$ cat src/rtl/compressor_tree_pipe_n_bit.sv
// Pipelined carry-save reduction tree: NUM_INPUTS operands reduced by 4:2 compressor
// levels to a sum/carry pair, with optional per-level registers and a valid/ready handshake.
module compressor_tree_pipe_n_bit #(
  parameter int         NUM_INPUTS   = 8,
  parameter int         INPUT_WIDTH  = 12,
  parameter int         OUTPUT_WIDTH = 16,
  parameter bit         SHIFT_CARRY  = 1'b1,
  parameter logic [3:0] REG_MASK     = 4'hF
) (
  input  logic                    clk_i,
  input  logic                    rst_ni,
  input  logic                    flush_i,
  input  logic                    valid_i,
  output logic                    ready_o,
  input  logic [INPUT_WIDTH-1:0]  operands_i [NUM_INPUTS],
  input  logic                    is_signed_i,
  output logic                    valid_o,
  input  logic                    ready_i,
  output logic [OUTPUT_WIDTH-1:0] sum_o,
  output logic [OUTPUT_WIDTH-1:0] carry_o,
  output logic [OUTPUT_WIDTH-1:0] result_o
);

  localparam int LEVELS = $clog2(NUM_INPUTS) - 1;
  localparam int WL     = INPUT_WIDTH + 2 * LEVELS;
  // Carry-save pairs are only congruent to the true sum modulo their width, so every
  // level works at the final width; operands are extended once, on entry, per is_signed.
  localparam int WF     = (WL > OUTPUT_WIDTH) ? WL : OUTPUT_WIDTH;

  logic [LEVELS-1:0] stage_vld;
  logic [LEVELS:0]   vld_at;
  logic [LEVELS:0]   rdy_at;

  // Handshake chain: combinational levels pass valid/ready straight through.
  always_comb begin
    vld_at         = '0;
    rdy_at         = '0;
    vld_at[0]      = valid_i;
    for (int k = 0; k < LEVELS; k++) begin
      vld_at[k+1] = REG_MASK[k] ? stage_vld[k] : vld_at[k];
    end
    rdy_at[LEVELS] = ready_i;
    for (int k = LEVELS - 1; k >= 0; k--) begin
      rdy_at[k] = (REG_MASK[k] && !stage_vld[k]) || rdy_at[k+1];
    end
  end

  genvar gi, gj;
  for (gi = 0; gi < LEVELS; gi++) begin : g_lvl
    localparam int NI = NUM_INPUTS >> gi;
    localparam int NO = NI / 2;

    logic [WF-1:0] in_w  [NI];
    logic [WF-1:0] lvl_d [NO];
    logic [WF-1:0] out_w [NO];

    if (gi == 0) begin : g_src
      for (gj = 0; gj < NI; gj++) begin : g_ext
        assign in_w[gj] = {{(WF-INPUT_WIDTH){is_signed_i & operands_i[gj][INPUT_WIDTH-1]}},
                           operands_i[gj]};
      end
    end else begin : g_src
      for (gj = 0; gj < NI; gj++) begin : g_fwd
        assign in_w[gj] = g_lvl[gi-1].out_w[gj];
      end
    end

    // 4:2 compressor as two chained 3:2 rows; outputs are (sum, aligned carry) pairs.
    for (gj = 0; gj < NO / 2; gj++) begin : g_cmp
      logic [WF-1:0] s1;
      logic [WF-1:0] c1;
      assign s1 = in_w[4*gj] ^ in_w[4*gj+1] ^ in_w[4*gj+2];
      assign c1 = ((in_w[4*gj] & in_w[4*gj+1]) | (in_w[4*gj] & in_w[4*gj+2]) |
                   (in_w[4*gj+1] & in_w[4*gj+2])) << 1;
      assign lvl_d[2*gj]   = s1 ^ c1 ^ in_w[4*gj+3];
      assign lvl_d[2*gj+1] = ((s1 & c1) | (s1 & in_w[4*gj+3]) | (c1 & in_w[4*gj+3])) << 1;
    end

    if (REG_MASK[gi]) begin : g_stage
      logic          vld_q;
      logic [WF-1:0] data_q [NO];

      always_ff @(posedge clk_i or negedge rst_ni) begin
        if (!rst_ni) begin
          vld_q <= 1'b0;
          for (int j = 0; j < NO; j++) begin
            data_q[j] <= '0;
          end
        end else begin
          if (flush_i) begin
            vld_q <= 1'b0;
          end else if (rdy_at[gi]) begin
            vld_q <= vld_at[gi];
          end
          if (rdy_at[gi] && vld_at[gi]) begin
            data_q <= lvl_d;
          end
        end
      end

      assign stage_vld[gi] = vld_q;
      assign out_w         = data_q;
    end else begin : g_stage
      assign stage_vld[gi] = 1'b0;
      assign out_w         = lvl_d;
    end
  end

  logic [WF-1:0] fin_sum;
  logic [WF-1:0] fin_carry;
  logic [WF-1:0] carry_half;

  assign fin_sum    = g_lvl[LEVELS-1].out_w[0];
  assign fin_carry  = g_lvl[LEVELS-1].out_w[1];
  // The final carry always has a zero LSB, so halving it loses nothing.
  assign carry_half = fin_carry >> 1;

  assign sum_o    = fin_sum[OUTPUT_WIDTH-1:0];
  assign carry_o  = SHIFT_CARRY ? fin_carry[OUTPUT_WIDTH-1:0] : carry_half[OUTPUT_WIDTH-1:0];
  assign result_o = fin_sum[OUTPUT_WIDTH-1:0] + fin_carry[OUTPUT_WIDTH-1:0];
  assign valid_o  = vld_at[LEVELS];
  assign ready_o  = rdy_at[0];

endmodule
$ cat config.mk
export PLATFORM = sky130hd
export DESIGN_NAME = compressor_tree_pipe_n_bit
export DESIGN_NICKNAME = d
export VERILOG_FILES = /design/src/rtl/compressor_tree_pipe_n_bit.sv
export SDC_FILE = /design/constraint.sdc
export NUM_CORES = 1
export LEC_CHECK = 0
export BUFFER_PORTS_ARGS = -buffer_cell sky130_fd_sc_hd__buf_2
export CORE_MARGIN = 3
export CORE_UTILIZATION = 30
export CTS_CLUSTER_DIAMETER = 60
export CTS_CLUSTER_SIZE = 10
export DETAILED_ROUTE_END_ITERATION = 6
export PLACE_DENSITY_LB_ADDON = 0.25
export SYNTH_ARGS = -nofsm -noshare
export SYNTH_HDL_FRONTEND = slang
export SYNTH_SLANG_ARGS = --single-unit
$ cat constraint.sdc
create_clock -name clk_i -period 4 [get_ports clk_i]
set_input_delay 0.8 -clock clk_i [delete_from_list [all_inputs] [get_ports clk_i]]
set_output_delay 0.8 -clock clk_i [all_outputs]
set_load 0.005 [all_outputs]
* Word-level counts from Yosys, hierarchy flattened
Index checks and enable logic that the tools add are counted.
** Storage, ports and cells
- ROM bits :: 0
- Memory bits (writable) :: 0
- Latch bits :: 0
- Memories :: 0
- Register bits :: 95
** Operators by class
- Add/subtract/negate cells :: 1
- Bitwise logic cells :: 50
- Reduce and logical (&&, ||, !) cells :: 8
- $mul :: 0
- Equality and inequality tests :: 0
- Div/mod/pow operators :: 0
- Multiplexer cells :: 4
- Order comparisons :: 0
- Shift operators :: 0
** Operators with widths (number)
- AND 15 bit :: 18
- bitwise XOR 16 bit :: 12
- OR 15 bit :: 12
- adder 16 bit :: 1
- AND 1 bit :: 8
- two-way mux 1 bit :: 4
- nonzero test 2 bit :: 2
- logical AND 1 bit :: 2
- logical NOT 1 bit :: 2
- logical OR 1 bit :: 2

* Depth between registers and ports, before layout
- Depth after elaboration :: 7
- Depth in mapped cells :: 8
- Mapped depth without buffers :: 8

* Least setup slack after synthesis
No wires, ideal clock.
- Kind :: register to output
- Start :: reg g_lvl[1].g_stage.data_q (netlist bit sum_o[2])
- End :: out result_o[12]
- Arrival time :: 1738 ps
- Path slack :: 1462 ps
- Buffers on the path :: 0
- Cell stages (with the launch flop) :: 9
- Required time :: 3200 ps
- Path through :: dfrtp_1 > ha_1 > inv_1 > fa_1 > inv_1 > a21oi_1 > o211ai_1 > a2111oi_0 > nand4b_1
** Between the ends
- Cells in the longest elaborated chain, start to end :: 1
** Ends and longest elaborated chain
- start, declared :: RTL line 81 : logic [WF-1:0] data_q [NO];
- start signal, assigned :: RTL line 96 : data_q <= lvl_d;
- adder 16 bit :: RTL line 120 : assign result_o = fin_sum[OUTPUT_WIDTH-1:0] + fin_carry[OUTPUT_WIDTH-1:0];
- end, declared :: RTL line 21 : output logic [OUTPUT_WIDTH-1:0] result_o
No other way between the ends.

* Worst setup path after layout
Same ends and word-level chain as after synthesis.

==> impl_metrics.json <==
{
  "crit_top_cell": "inv_1",
  "grt_pass1_wl_um": 19150,
  "leakagePower_nw": 3.169,
  "setup_viol_count_final": 0,
  "timing_worst_setup_path_type": "flop to output port",
  "place_area_um2": 6661,
  "post-dp-hpwl_um": 9832,
  "rsz0062_at_grt": "no",
  "netlist_area_um2": 5678,
  "final_cells": 786,
  "diodes": 0,
  "grt_use_total": 0.1199,
  "root_buffer": "clkbuf_16",
  "portBuffers": 149,
  "initial_core_util": 0.3108,
  "crit_path_max_incr_delay_ns": 0.40,
  "arrival_ns": 2.47,
  "cp-start-kind": "flop",
  "cts.sink_count": 88,
  "crit_required_ns": 3.20,
  "seq_area_frac_synth": 0.3878,
  "worstReg2RegEnd": "g_lvl[0].g_stage.data_q[22]",
  "drv_slew": 0,
  "synthArstFlopShare": 1.000,
  "holdWs_ns": 0.5069,
  "ys_warn_count": 0,
  "r2r_start": "valid_o",
  "ys_ff_latch": 88,
  "htreeDepth": 3,
  "startpoint": "sum_o[2]",
  "ys_types": 37,
  "grt_max_degree": 66,
  "insertion_delay_ns": 0.34,
  "numCtsBuffers": 9,
  "gp_congestion": 0.7709,
  "final_common_cell": "buf_2",
  "ys_dominant_reg_cell": "dfrtp_1",
  "placedCellCount": 771,
  "synth_top_area_cell": "dfrtp_1",
  "path_max_fanout": 4,
  "antenna_found_initial": 0,
  "maxCapViolCount": 0,
  "wl_um": 11770,
  "die_width_um": 143.6,
  "cts.clk_slew.worst_paths_ns": 0.06,
  "synth.avg_cell_area_um2": 13.99,
  "yosysTopAreaCellShare": 0.3878,
  "cts_tree": "done",
  "dr.pass1.iters": 4,
  "ff2ff_setup_slack_ns": 2.02,
  "finalCriticalPeriod_ns": 3.270,
  "detail-route-antenna-nets": 0,
  "vdd_drop_max_mv": 0.2745,
  "critPathCapture": "result_o[12]",
  "viasPerCell": 4.486,
  "area_growth_pct": 21.97,
  "post-route-period-util": 0.8175,
  "hold_violations": 0,
  "fin_worst_skew_ns": 0.005993,
  "clk_path_buf_depth": 2,
  "drtIter0Drc": 125,
  "cts_setup_buffers": 0,
  "fp-row-count": 49,
  "synth_enable_flop_cells": 0,
  "synthTopCellsByArea": "dfrtp_1, fa_1, mux2_2, ha_1, inv_1",
  "core_area_um2": 18270,
  "reg2reg_depth": 5,
  "max_freq_mhz": 305.8,
  "worstHoldPathType": "flop to flop",
  "fin_area_um2": 6925,
  "grt_pass1_vias": 3929,
  "nNetsFinal": 752,
  "crit_chain": "ha_1 > inv_1 > fa_1 > inv_1 > a21oi_1 > o211ai_1 > a2111oi_0 > nand4b_1 > buf_2",
  "ctsHoldBuffers": 0,
  "final_cell_mix": "buf_2, dfrtp_1, fa_1, mux2_2, inv_1",
  "cts_resized": 0,
  "cp-end-kind": "output port",
  "drc_errors": 0,
  "wire_per_inst_um": 14.98,
  "route.vias.total": 3526,
  "status": "complete, no violations",
  "die_area_um2": 20610,
  "power_density_nw_per_um2": 692.7,
  "post_route_cells_drive_above_1_share": 0.4506,
  "grt-ovfl-total": 0,
  "tightest_slew_ns": 0.8413,
  "syn_inst": 406,
  "ios": 152,
  "tns_ns": 0,
  "cp_slowest_cell": "a2111oi_0",
  "die_height_um": 143.6,
  "relSlewSlack": 0.4391
}
[flip-flops by register name (all words and copies together) (netlist names)]
register              flops
g_lvl.g_stage.vld_q       1
valid_o                   1
sum_o                    16
g_lvl.g_stage.data_q     56
carry_o                  14
[synth_stat cells (4+ instances only)]
master / count
inv_1: 26
dfrtp_1: 88
mux2_2: 79
ha_1: 16
nor3_1: 4
nand3_1: 4
buf_2: 10
nand2_1: 23
a21oi_1: 12
o21ai_0: 11
nor2_1: 9
buf_4: 4
xnor2_1: 10
fa_1: 81
[layer usage]
layer / track usage / up-vias / share of wire
met5: 0 / - / 0
met4: 0.04311 / 0 / 0.016
met3: 0.03128 / 12 / 0.061
met2: 0.1967 / 108 / 0.48
met1: 0.1540 / 1763 / 0.44
li1: - / 1643 / -
[power breakdown]
| group | switching [mW] | total (mW) | internal [mW] | leakage [nW] |
|---|---|---|---|---|
| Sequential | 0.231 | 1.42 | 1.19 | 1.05 |
| Clock | 0.343 | 0.760 | 0.417 | 0.128 |
| Combinational | 1.33 | 2.61 | 1.28 | 1.99 |
[metrics by stage]
| stage | total power [mW] | worst slack, ns | utilization |
|---|---|---|---|
| after floorplan | 3.023 | 1.462 | - |
| after global routing | 5.304 | 0.4033 | 0.3791 |
| after detailed placement | 4.132 | 1.128 | 0.3646 |
| after CTS | 4.921 | 0.7159 | 0.3791 |
| after global placement | 4.083 | 1.129 | 0.3646 |
| final | 4.797 | 0.7300 | 0.3791 |
[how the worst min path moves through the flow]
stage / from / endpoint / depth (start not counted)
2_1_floorplan: g_lvl[0].g_stage.data_q[60] / g_lvl[0].g_stage.data_q[60] / 2
3_3_place_gp: g_lvl[0].g_stage.data_q[60] / g_lvl[0].g_stage.data_q[60] / 2
3_5_place_dp: g_lvl[0].g_stage.data_q[49] / g_lvl[0].g_stage.data_q[49] / 1
4_1_cts: g_lvl[0].g_stage.data_q[49] / g_lvl[0].g_stage.data_q[49] / 1
5_1_grt: g_lvl[0].g_stage.data_q[49] / g_lvl[0].g_stage.data_q[49] / 1
6_report: g_lvl[0].g_stage.data_q[49] / g_lvl[0].g_stage.data_q[49] / 1
[cell type report]
class	count	area, um^2
fillers	1788	11340
repair buffers	151	775.7
multi-input cells	277	3299
clock buffers	10	229.0
well taps	229	286.5
clock inverters	5	35.03
flip-flops and latches	88	2202
inverters	26	97.59
[cell families (layout without fill, tap and decap cells)]
| family | after synthesis | in the layout | share of synthesized area |
|---|---|---|---|
| and+or+nand+nor | 53 | 53 | 0.04429 |
| DFF | 88 | 88 | 0.3878 |
| other | 1 | 2 | 0.0006605 |
| AOI/OAI and AO/OA | 34 | 34 | 0.03857 |
| xor gates and xnor gates | 12 | 12 | 0.01851 |
| adders and majority gates | 97 | 97 | 0.3208 |
| muxes | 79 | 79 | 0.1567 |
| buffers and inverters | 42 | 192 | 0.03261 |
[worst max-delay path: cells and delay by family, from the launching register on]
kind	cells	cell delay, ns
adders and majority gates	2	0.41
buffers and inverters	3	0.27
AOI/OAI and AO/OA	3	0.85
and+or+nand+nor	1	0.22
DFF	1	0.38
Power figures use the tool's default switching activity.
